**config.mk**
```make
export PLATFORM = sky130hd
export DESIGN_NAME = dds_mod_sequencer
export DESIGN_NICKNAME = d
export VERILOG_FILES = /design/src/rtl/dds_mod_sequencer.sv
export SDC_FILE = /design/constraint.sdc
export NUM_CORES = 1
export LEC_CHECK = 0
export CAP_MARGIN = 40
export CORE_AREA = 3 3 119 207
export CTS_CLUSTER_DIAMETER = 60
export DETAILED_ROUTE_END_ITERATION = 8
export DIE_AREA = 0 0 122 210
export PLACE_DENSITY_LB_ADDON = 0.2
export SLEW_MARGIN = 10
export SYNTH_ARGS = -nofsm -noshare
export SYNTH_HDL_FRONTEND = slang
export SYNTH_SLANG_ARGS = --single-unit
```
**constraint.sdc**
```tcl
create_clock -name clk -period 3.2 [get_ports clk]
set_input_delay 0.64 -clock clk [delete_from_list [all_inputs] [get_ports clk]]
set_output_delay 0.64 -clock clk [all_outputs]
set_load 0.1 [all_outputs]
```
**src/rtl/dds_mod_sequencer.sv**
```systemverilog
// dds_mod_sequencer: symbol-timed LFSR data bit, DDS enable and phase increment.
// Latency start->dds_en 1 clk; config backpressured by cfg_ready (IDLE only, all states with CFG_SHADOW_EN).
// Optional macro CFG_SHADOW_EN: configs taken while running wait in a shadow until the next symbol boundary.
module dds_mod_sequencer #(
  parameter int unsigned SYM_DIV   = 50_000_000,
  parameter logic [4:0]  LFSR_SEED = 5'b00001
) (
  input  logic        clk,
  input  logic        reset,
  input  logic        start,
  input  logic        stop,
  input  logic        cfg_valid,
  output logic        cfg_ready,
  input  logic [1:0]  cfg_mode,
  input  logic [31:0] cfg_phase_inc0,
  input  logic [31:0] cfg_phase_inc1,
  output logic        dds_en,
  output logic        dds_random,
  output logic [31:0] dds_phase_inc,
  output logic        sym_strobe,
  output logic        busy
);

  localparam int unsigned      CNT_W    = (SYM_DIV > 1) ? $clog2(SYM_DIV) : 1;
  localparam logic [CNT_W-1:0] CNT_LAST = CNT_W'(SYM_DIV - 1);

  typedef enum logic [1:0] {IDLE, RUN, STOP_WAIT} state_t;

  typedef struct packed {
    logic [1:0]  mode;
    logic [31:0] inc0;
    logic [31:0] inc1;
  } cfg_t;

  state_t           state;
  logic [CNT_W-1:0] sym_cnt;
  logic [4:0]       lfsr;
  logic [4:0]       lfsr_nxt;
  cfg_t             cfg_act;
  cfg_t             cfg_in;
  cfg_t             cfg_new;
  cfg_t             cfg_bnd;
  logic             cfg_xfer;
  logic             sym_end;

  assign cfg_in   = {cfg_mode, cfg_phase_inc0, cfg_phase_inc1};
  assign cfg_xfer = cfg_valid & cfg_ready;
  assign sym_end  = (sym_cnt == CNT_LAST);
  assign lfsr_nxt = {lfsr[3:0], lfsr[4] ^ lfsr[2]};
  // A config taken on the start edge already drives the first symbol.
  assign cfg_new  = cfg_xfer ? cfg_in : cfg_act;

`ifdef CFG_SHADOW_EN
  cfg_t cfg_shd;
  logic shd_vld;
  assign cfg_bnd = shd_vld ? cfg_shd : cfg_act;
`else
  assign cfg_bnd = cfg_act;
`endif

  function automatic logic map_random(input cfg_t c, input logic b);
    return c.mode[1] ? 1'b1 : b;
  endfunction

  function automatic logic [31:0] map_inc(input cfg_t c, input logic b);
    return (c.mode == 2'd1 && b) ? c.inc1 : c.inc0;
  endfunction

  always_ff @(posedge clk) begin
    if (reset) begin
      state         <= IDLE;
      sym_cnt       <= '0;
      lfsr          <= LFSR_SEED;
      cfg_act       <= '0;
      dds_en        <= 1'b0;
      dds_random    <= 1'b0;
      dds_phase_inc <= '0;
      sym_strobe    <= 1'b0;
      busy          <= 1'b0;
      cfg_ready     <= 1'b1;
`ifdef CFG_SHADOW_EN
      cfg_shd       <= '0;
      shd_vld       <= 1'b0;
`endif
    end else begin
      sym_strobe <= 1'b0;
      case (state)
        IDLE: begin
          if (cfg_xfer) cfg_act <= cfg_in;
          if (start) begin
            state         <= RUN;
            sym_cnt       <= '0;
            lfsr          <= LFSR_SEED;
            dds_en        <= 1'b1;
            dds_random    <= map_random(cfg_new, LFSR_SEED[0]);
            dds_phase_inc <= map_inc(cfg_new, LFSR_SEED[0]);
            busy          <= 1'b1;
`ifndef CFG_SHADOW_EN
            cfg_ready     <= 1'b0;
`endif
          end
        end
        RUN, STOP_WAIT: begin
          sym_cnt <= sym_end ? '0 : sym_cnt + CNT_W'(1);
`ifdef CFG_SHADOW_EN
          if (sym_end) begin
            if (shd_vld) cfg_act <= cfg_shd;
            shd_vld <= 1'b0;
          end
          // Taken after the boundary update so a write on that edge waits for the next symbol.
          if (cfg_xfer) begin
            cfg_shd <= cfg_in;
            shd_vld <= 1'b1;
          end
`endif
          // start inside STOP_WAIT cancels the pending stop and keeps the symbol timing.
          if (state == RUN || start) begin
            state <= (state == RUN && stop) ? STOP_WAIT : RUN;
            if (sym_end) begin
              lfsr          <= lfsr_nxt;
              sym_strobe    <= 1'b1;
              dds_random    <= map_random(cfg_bnd, lfsr_nxt[0]);
              dds_phase_inc <= map_inc(cfg_bnd, lfsr_nxt[0]);
            end
          end else if (sym_end) begin
            state         <= IDLE;
            dds_en        <= 1'b0;
            dds_random    <= 1'b0;
            dds_phase_inc <= '0;
            busy          <= 1'b0;
`ifndef CFG_SHADOW_EN
            cfg_ready     <= 1'b1;
`endif
          end
        end
        default: state <= IDLE;
      endcase
    end
  end

endmodule

```
-- Word level (Yosys, flattened, before mapping)
Index checks and enable logic that the tools add are counted.
Widths: inputs -> output; s select.
- input bits: 71
- output and inout bits: 37
- register bits: 135
- equality and inequality tests: 10
- multiplexer cells: 33
- add/subtract/negate cells: 1
- reduce and logical (&&, ||, !) cells: 12
- bitwise operators: 4
- operator list (operator ; number):
    $mux 32 ; 6
    $mux 66 ; 1
    $pmux 32 s2 ; 1
    $mux 26 ; 2
    $pmux 26 s2 ; 1
    $add 26x1->26 const B ; 1
    $eq 26x26->1 const B ; 1
    $mux 5 ; 3
    $mux 1 ; 10
    $pmux 5 s2 ; 1
    $mux 2 ; 4
    $ne 2x2->1 const B ; 4
    $reduce_and 4->1 ; 2
    $eq 2x1->1 const B ; 3
    $pmux 1 s2 ; 3
    $pmux 2 s2 ; 1
    $reduce_and 2->1 ; 2
    $ne 3x3->1 const B ; 1
    $reduce_and 3->1 ; 1
    $reduce_or 3->1 ; 1
    $eq 2x2->1 const B ; 1
    $logic_and 1x1->1 ; 2
    $logic_not 2->1 ; 1
    $not 1->1 ; 2
    other kinds (5) ; 5

-- Depth between registers and ports, before layout
- word-level depth: 6
- depth in mapped cells: 9
- mapped depth without buffers: 7

-- Least setup slack after synthesis
OpenSTA, ideal clock, no wires.
- path kind: register to register
- from: register cfg_ready
- to: register dds_phase_inc[2]
- setup time: 87 ps
- arrival time: 2618 ps
- slack: 495 ps
- stages on the path, launching flop included: 8
- buffers on the path: 2
- cell sequence: dfxtp_1 nand2_1 mux2_2 clkbuf_1 buf_1 mux2i_1 a2bb2oi_1 a211oi_1
- longest elaborated chain between the ends: 6
- ends and longest elaborated chain (item ; RTL line ; RTL):
    from (decl) ; 13 ; output logic cfg_ready,
    from (signal assigned) ; 80 ; cfg_ready <= 1'b1;
    from (signal assigned) ; 99 ; cfg_ready <= 1'b0;
    from (signal assigned) ; 132 ; cfg_ready <= 1'b1;
    $and 1x1->1 * ; 47 ; assign cfg_xfer = cfg_valid & cfg_ready;
    $mux 66 * ; - ;
    $eq 2x1->1 ; 66 ; return (c.mode == 2'd1 && b) ? c.inc1 : c.inc0;
    $mux 32 * ; 66 ;
    $mux 32 * ; 90 ; if (start) begin
    $pmux 32 s2 * ; 87 ; case (state)
    to (signal assigned) ; 96 ; dds_phase_inc <= map_inc(cfg_new, LFSR_SEED[0]);
    to (signal assigned) ; 123 ; dds_phase_inc <= map_inc(cfg_bnd, lfsr_nxt[0]);
    to (decl) ; 19 ; output logic [31:0] dds_phase_inc,
Every way passes the cells marked *; elsewhere a longest branch is shown, timed or not. The select of a mux whose other input is x is not followed.
A chain may end at the register's enable or synchronous reset.

-- Final worst setup path
- from: register sym_cnt[16]
- to: register dds_phase_inc[18]
- longest elaborated chain between the ends: 3
- ends and longest elaborated chain (item ; RTL line ; RTL):
    from (decl) ; 36 ; logic [CNT_W-1:0] sym_cnt;
    from (signal assigned) ; 104 ; sym_cnt <= sym_end ? '0 : sym_cnt + CNT_W'(1);
    $eq 26x26->1 ; 48 ; assign sym_end = (sym_cnt == CNT_LAST);
    $ne 2x2->1 (no line) ; - ;
    $reduce_and 3->1 (no line) ; - ;
No other way between the ends.

==> impl_metrics.toml <==
[die]
die_w_um = 122
die_y_um = 210
core_area_um2 = 23200
die_area_um2 = 25600
initial_utilization = 0.297
pin_count = 108
rows = 74

[clock_network]
cts_root_buf = "clkbuf_16"
cts_tree = "done"
post_cts_resized = 0
postCtsSetupRepairBufs = 0
postCtsHoldBufs = 0
clkSinkCount = 135
h-tree-depth = 4
cts.clk_slew.worst_paths_ns = 0.06
clkLatencyLatePin_ns = 0.43
cts_made_buffers = 17
clockBufferDepth = 2

[yosys]
synth_seq_cells = 135
postSynthAreaPerCell_um2 = 8.96
syn_inst = 770
syn_nets = 845
synthFlopType = "dfxtp_1"
syn_area_um2 = 6900
yosysTopAreaCell = "dfxtp_1"
yosysSeqAreaShare = 0.392
synth_top_area_frac = 0.392
synth_area_leaders = "dfxtp_1 (39%), mux2i_1 (18%), a211oi_1 (5.9%), a21oi_1 (5.8%), nand2_1 (4.9%)"
async_flop_share = 0
yosys_warnings = 0
synth_edf_count = 0
synth.distinct_cells = 52

[global_routing]
grt.total_usage = 0.172
top_usage_layer = "met2"
grt_pass1_wl_um = 34000
grt_max_degree = 71
met2_usage = 0.314
grt_pass1_vias = 6137
overflow = 0
antenna_found_initial = 0
use_met1 = 0.196
use_met3 = 0.0333

[timing]
rsz0062_at_grt = "no"
setup_tns_ns = 0
fin_crit_sh = 0.827
period_minus_slack_ns = 2.65
worst_slew_pin_slew_ns = 0.784
relSlewSlack = 0.477
fmax_mhz = 378
final-setup-viol-count = 0
finClkSkew_ns = 0.00745
hold_viol_final = 0
final_max_slew_viol_count = 0

[place]
hpwl_um = 14000
place_area_um2 = 8220
port_buffers = 107
gp_congestion = 0.752

[detailed_routing]
drc = 0
viasPerCell = 5.13
ant_nets = 0
num_vias = 5988
dr.first_iter.drc_count = 317
wire_per_inst_um = 18.6
first_pass_iters = 6
routed_wl_um = 21700

[setup_path]
crit_type = "reg -> reg"
crit_arrival_ns = 2.92
crit_fanout = 12
required_ns = 3.47
cp-start-kind = "flip-flop"
worstSetupEndpointType = "flip-flop"

[run_status]
status = "finished, final reports clean"

[finish]
nFillCells = 2403
area_delta_synth_final_pct = 27.4
finalInstanceArea_um2 = 8790
drive_above_1_share = 0.132
fin_nets = 926
num_antenna_cells = 0

[pwr]
power_density_nw_per_um2 = 588
power.total_mw = 5.18
leakage_nw = 3.53
peakVddDrop_mv = 0.356

[run]
max-cap-violations = 0

[worst_hold_path]
hold_path_class = "reg -> reg"
==> where the power goes <==
part / switching, mW / leakage (nW) / internal, mW
logic: 0.887 / 2.15 / 0.458
registers: 0.0979 / 1.11 / 1.81
clock network: 0.752 / 0.275 / 1.17
total: 1.74 / 3.53 / 3.44
==> logic make-up (layout without fill, tap and decap cells) <==
logic type / count (synthesis) / count (layout) / synth area share
and+or+nand+nor: 212 / 212 / 0.142
AOI/OAI and AO/OA: 203 / 203 / 0.204
DFF: 135 / 135 / 0.392
muxes: 128 / 128 / 0.188
buffers and inverters: 72 / 166 / 0.0469
xor gates and xnor gates: 16 / 16 / 0.0203
adders and majority gates: 4 / 4 / 0.00725
==> routing by layer <==
| metal | wire length [µm] | part of all wire |
|---|---|---|
| met4 | 537 | 0.025 |
| met1 | 9020 | 0.42 |
| met3 | 629 | 0.029 |
| met2 | 11500 | 0.53 |
| met5 | 0 | 0 |
==> cells in the mapped netlist (2+ instances only) <==
cell and number:
or3_1 7, nand3b_1 4, xor2_1 15, nor2_1 54, o21ai_0 8, nand4_1 11
a31oi_1 3, and3_1 3, dfxtp_1 135, nand2_1 90, or4_1 4, a211oi_2 10
a211oi_1 54, o21a_1 2, and4_1 2, nor4b_1 2, nor3_1 3, a21oi_1 80
buf_6 4, mux2i_1 126, clkbuf_1 44, a31o_2 3, nand3_1 18, buf_1 10
clkinv_1 2, ha_1 4, nor3_2 2, a21o_1 2, inv_1 5, a2bb2oi_1 33
buf_4 6, nor2b_1 4
==> registers in the layout, summed over array words and instances, names as in the netlist, 2 cells and up <==
register,cells
state,2
cfg_act,66
sym_cnt,26
dds_phase_inc,32
lfsr,5
==> final timing paths <==
check	startpoint	endpoint	slack (ns)	cells after the start
max	sym_cnt[16]$_SDFFE_PP0P_	dds_phase_inc[18]$_SDFFE_PP0P_	0.55	6
max reg2reg	sym_cnt[16]$_SDFFE_PP0P_	dds_phase_inc[18]$_SDFFE_PP0P_	0.55	6
min reg2reg	cfg_act[64]$_SDFFE_PP0N_	cfg_act[64]$_SDFFE_PP0N_	0.46	2
min	cfg_act[64]$_SDFFE_PP0N_	cfg_act[64]$_SDFFE_PP0N_	0.46	2
==> placed cells by master, fill, tap and decap left out, types with 2 or more instances in the layout <==
cell,instances
a211oi_1,54
a211oi_2,10
a21o_1,2
a21oi_1,80
a2bb2oi_1,33
a31o_2,3
a31oi_1,3
and3_1,3
and4_1,2
buf_12,6
buf_4,52
clkbuf_1,3
clkbuf_16,17
clkbuf_8,5
clkdlybuf4s50_1,69
clkinv_1,2
clkinv_2,3
clkinvlp_4,3
dfxtp_1,135
ha_1,3
inv_1,5
mux2i_1,126
nand2_1,88
nand3_1,18
nand3b_1,4
nand4_1,11
nor2_1,52
nor2b_1,4
nor3_1,3
nor3_2,2
nor4b_1,2
o21a_1,2
o21ai_0,8
o21ai_4,2
or3_1,7
or4_1,4
xor2_1,15
==> final cells by class <==
type | instances | area [µm²] | share of cell area
Timing Repair Buffer | 127 | 1200 | 0.137
Tap cell | 304 | 380 | 0.0432
Inverter | 7 | 26.3 | 0.00299
Clock buffer | 25 | 505 | 0.0575
Clock inverter | 7 | 67.6 | 0.00768
Multi-Input combinational cell | 563 | 3910 | 0.445
Sequential cell | 135 | 2700 | 0.307
==> critical path, stage by stage, from the launching register on <==
cell,delay [ns]
dfxtp_1,0.38
or4b_1,0.52
or4_4,0.60
o21ai_4,0.20
and2_2,0.49
buf_12,0.21
a211oi_1,0.08
==> metrics by stage <==
stage               worst slack, ns  utilization  hold slack (ns)  cells
finish                        0.552        0.378            0.458   1168
global route                  0.458        0.378            0.478   1168
CTS                           0.541        0.378            0.457   1168
detailed placement            0.553        0.354            0.449   1136
global placement              0.547        0.354            0.450   1136
floorplan                     0.495            -            0.427    770
Note: power is estimated with default switching activity, not from simulation.
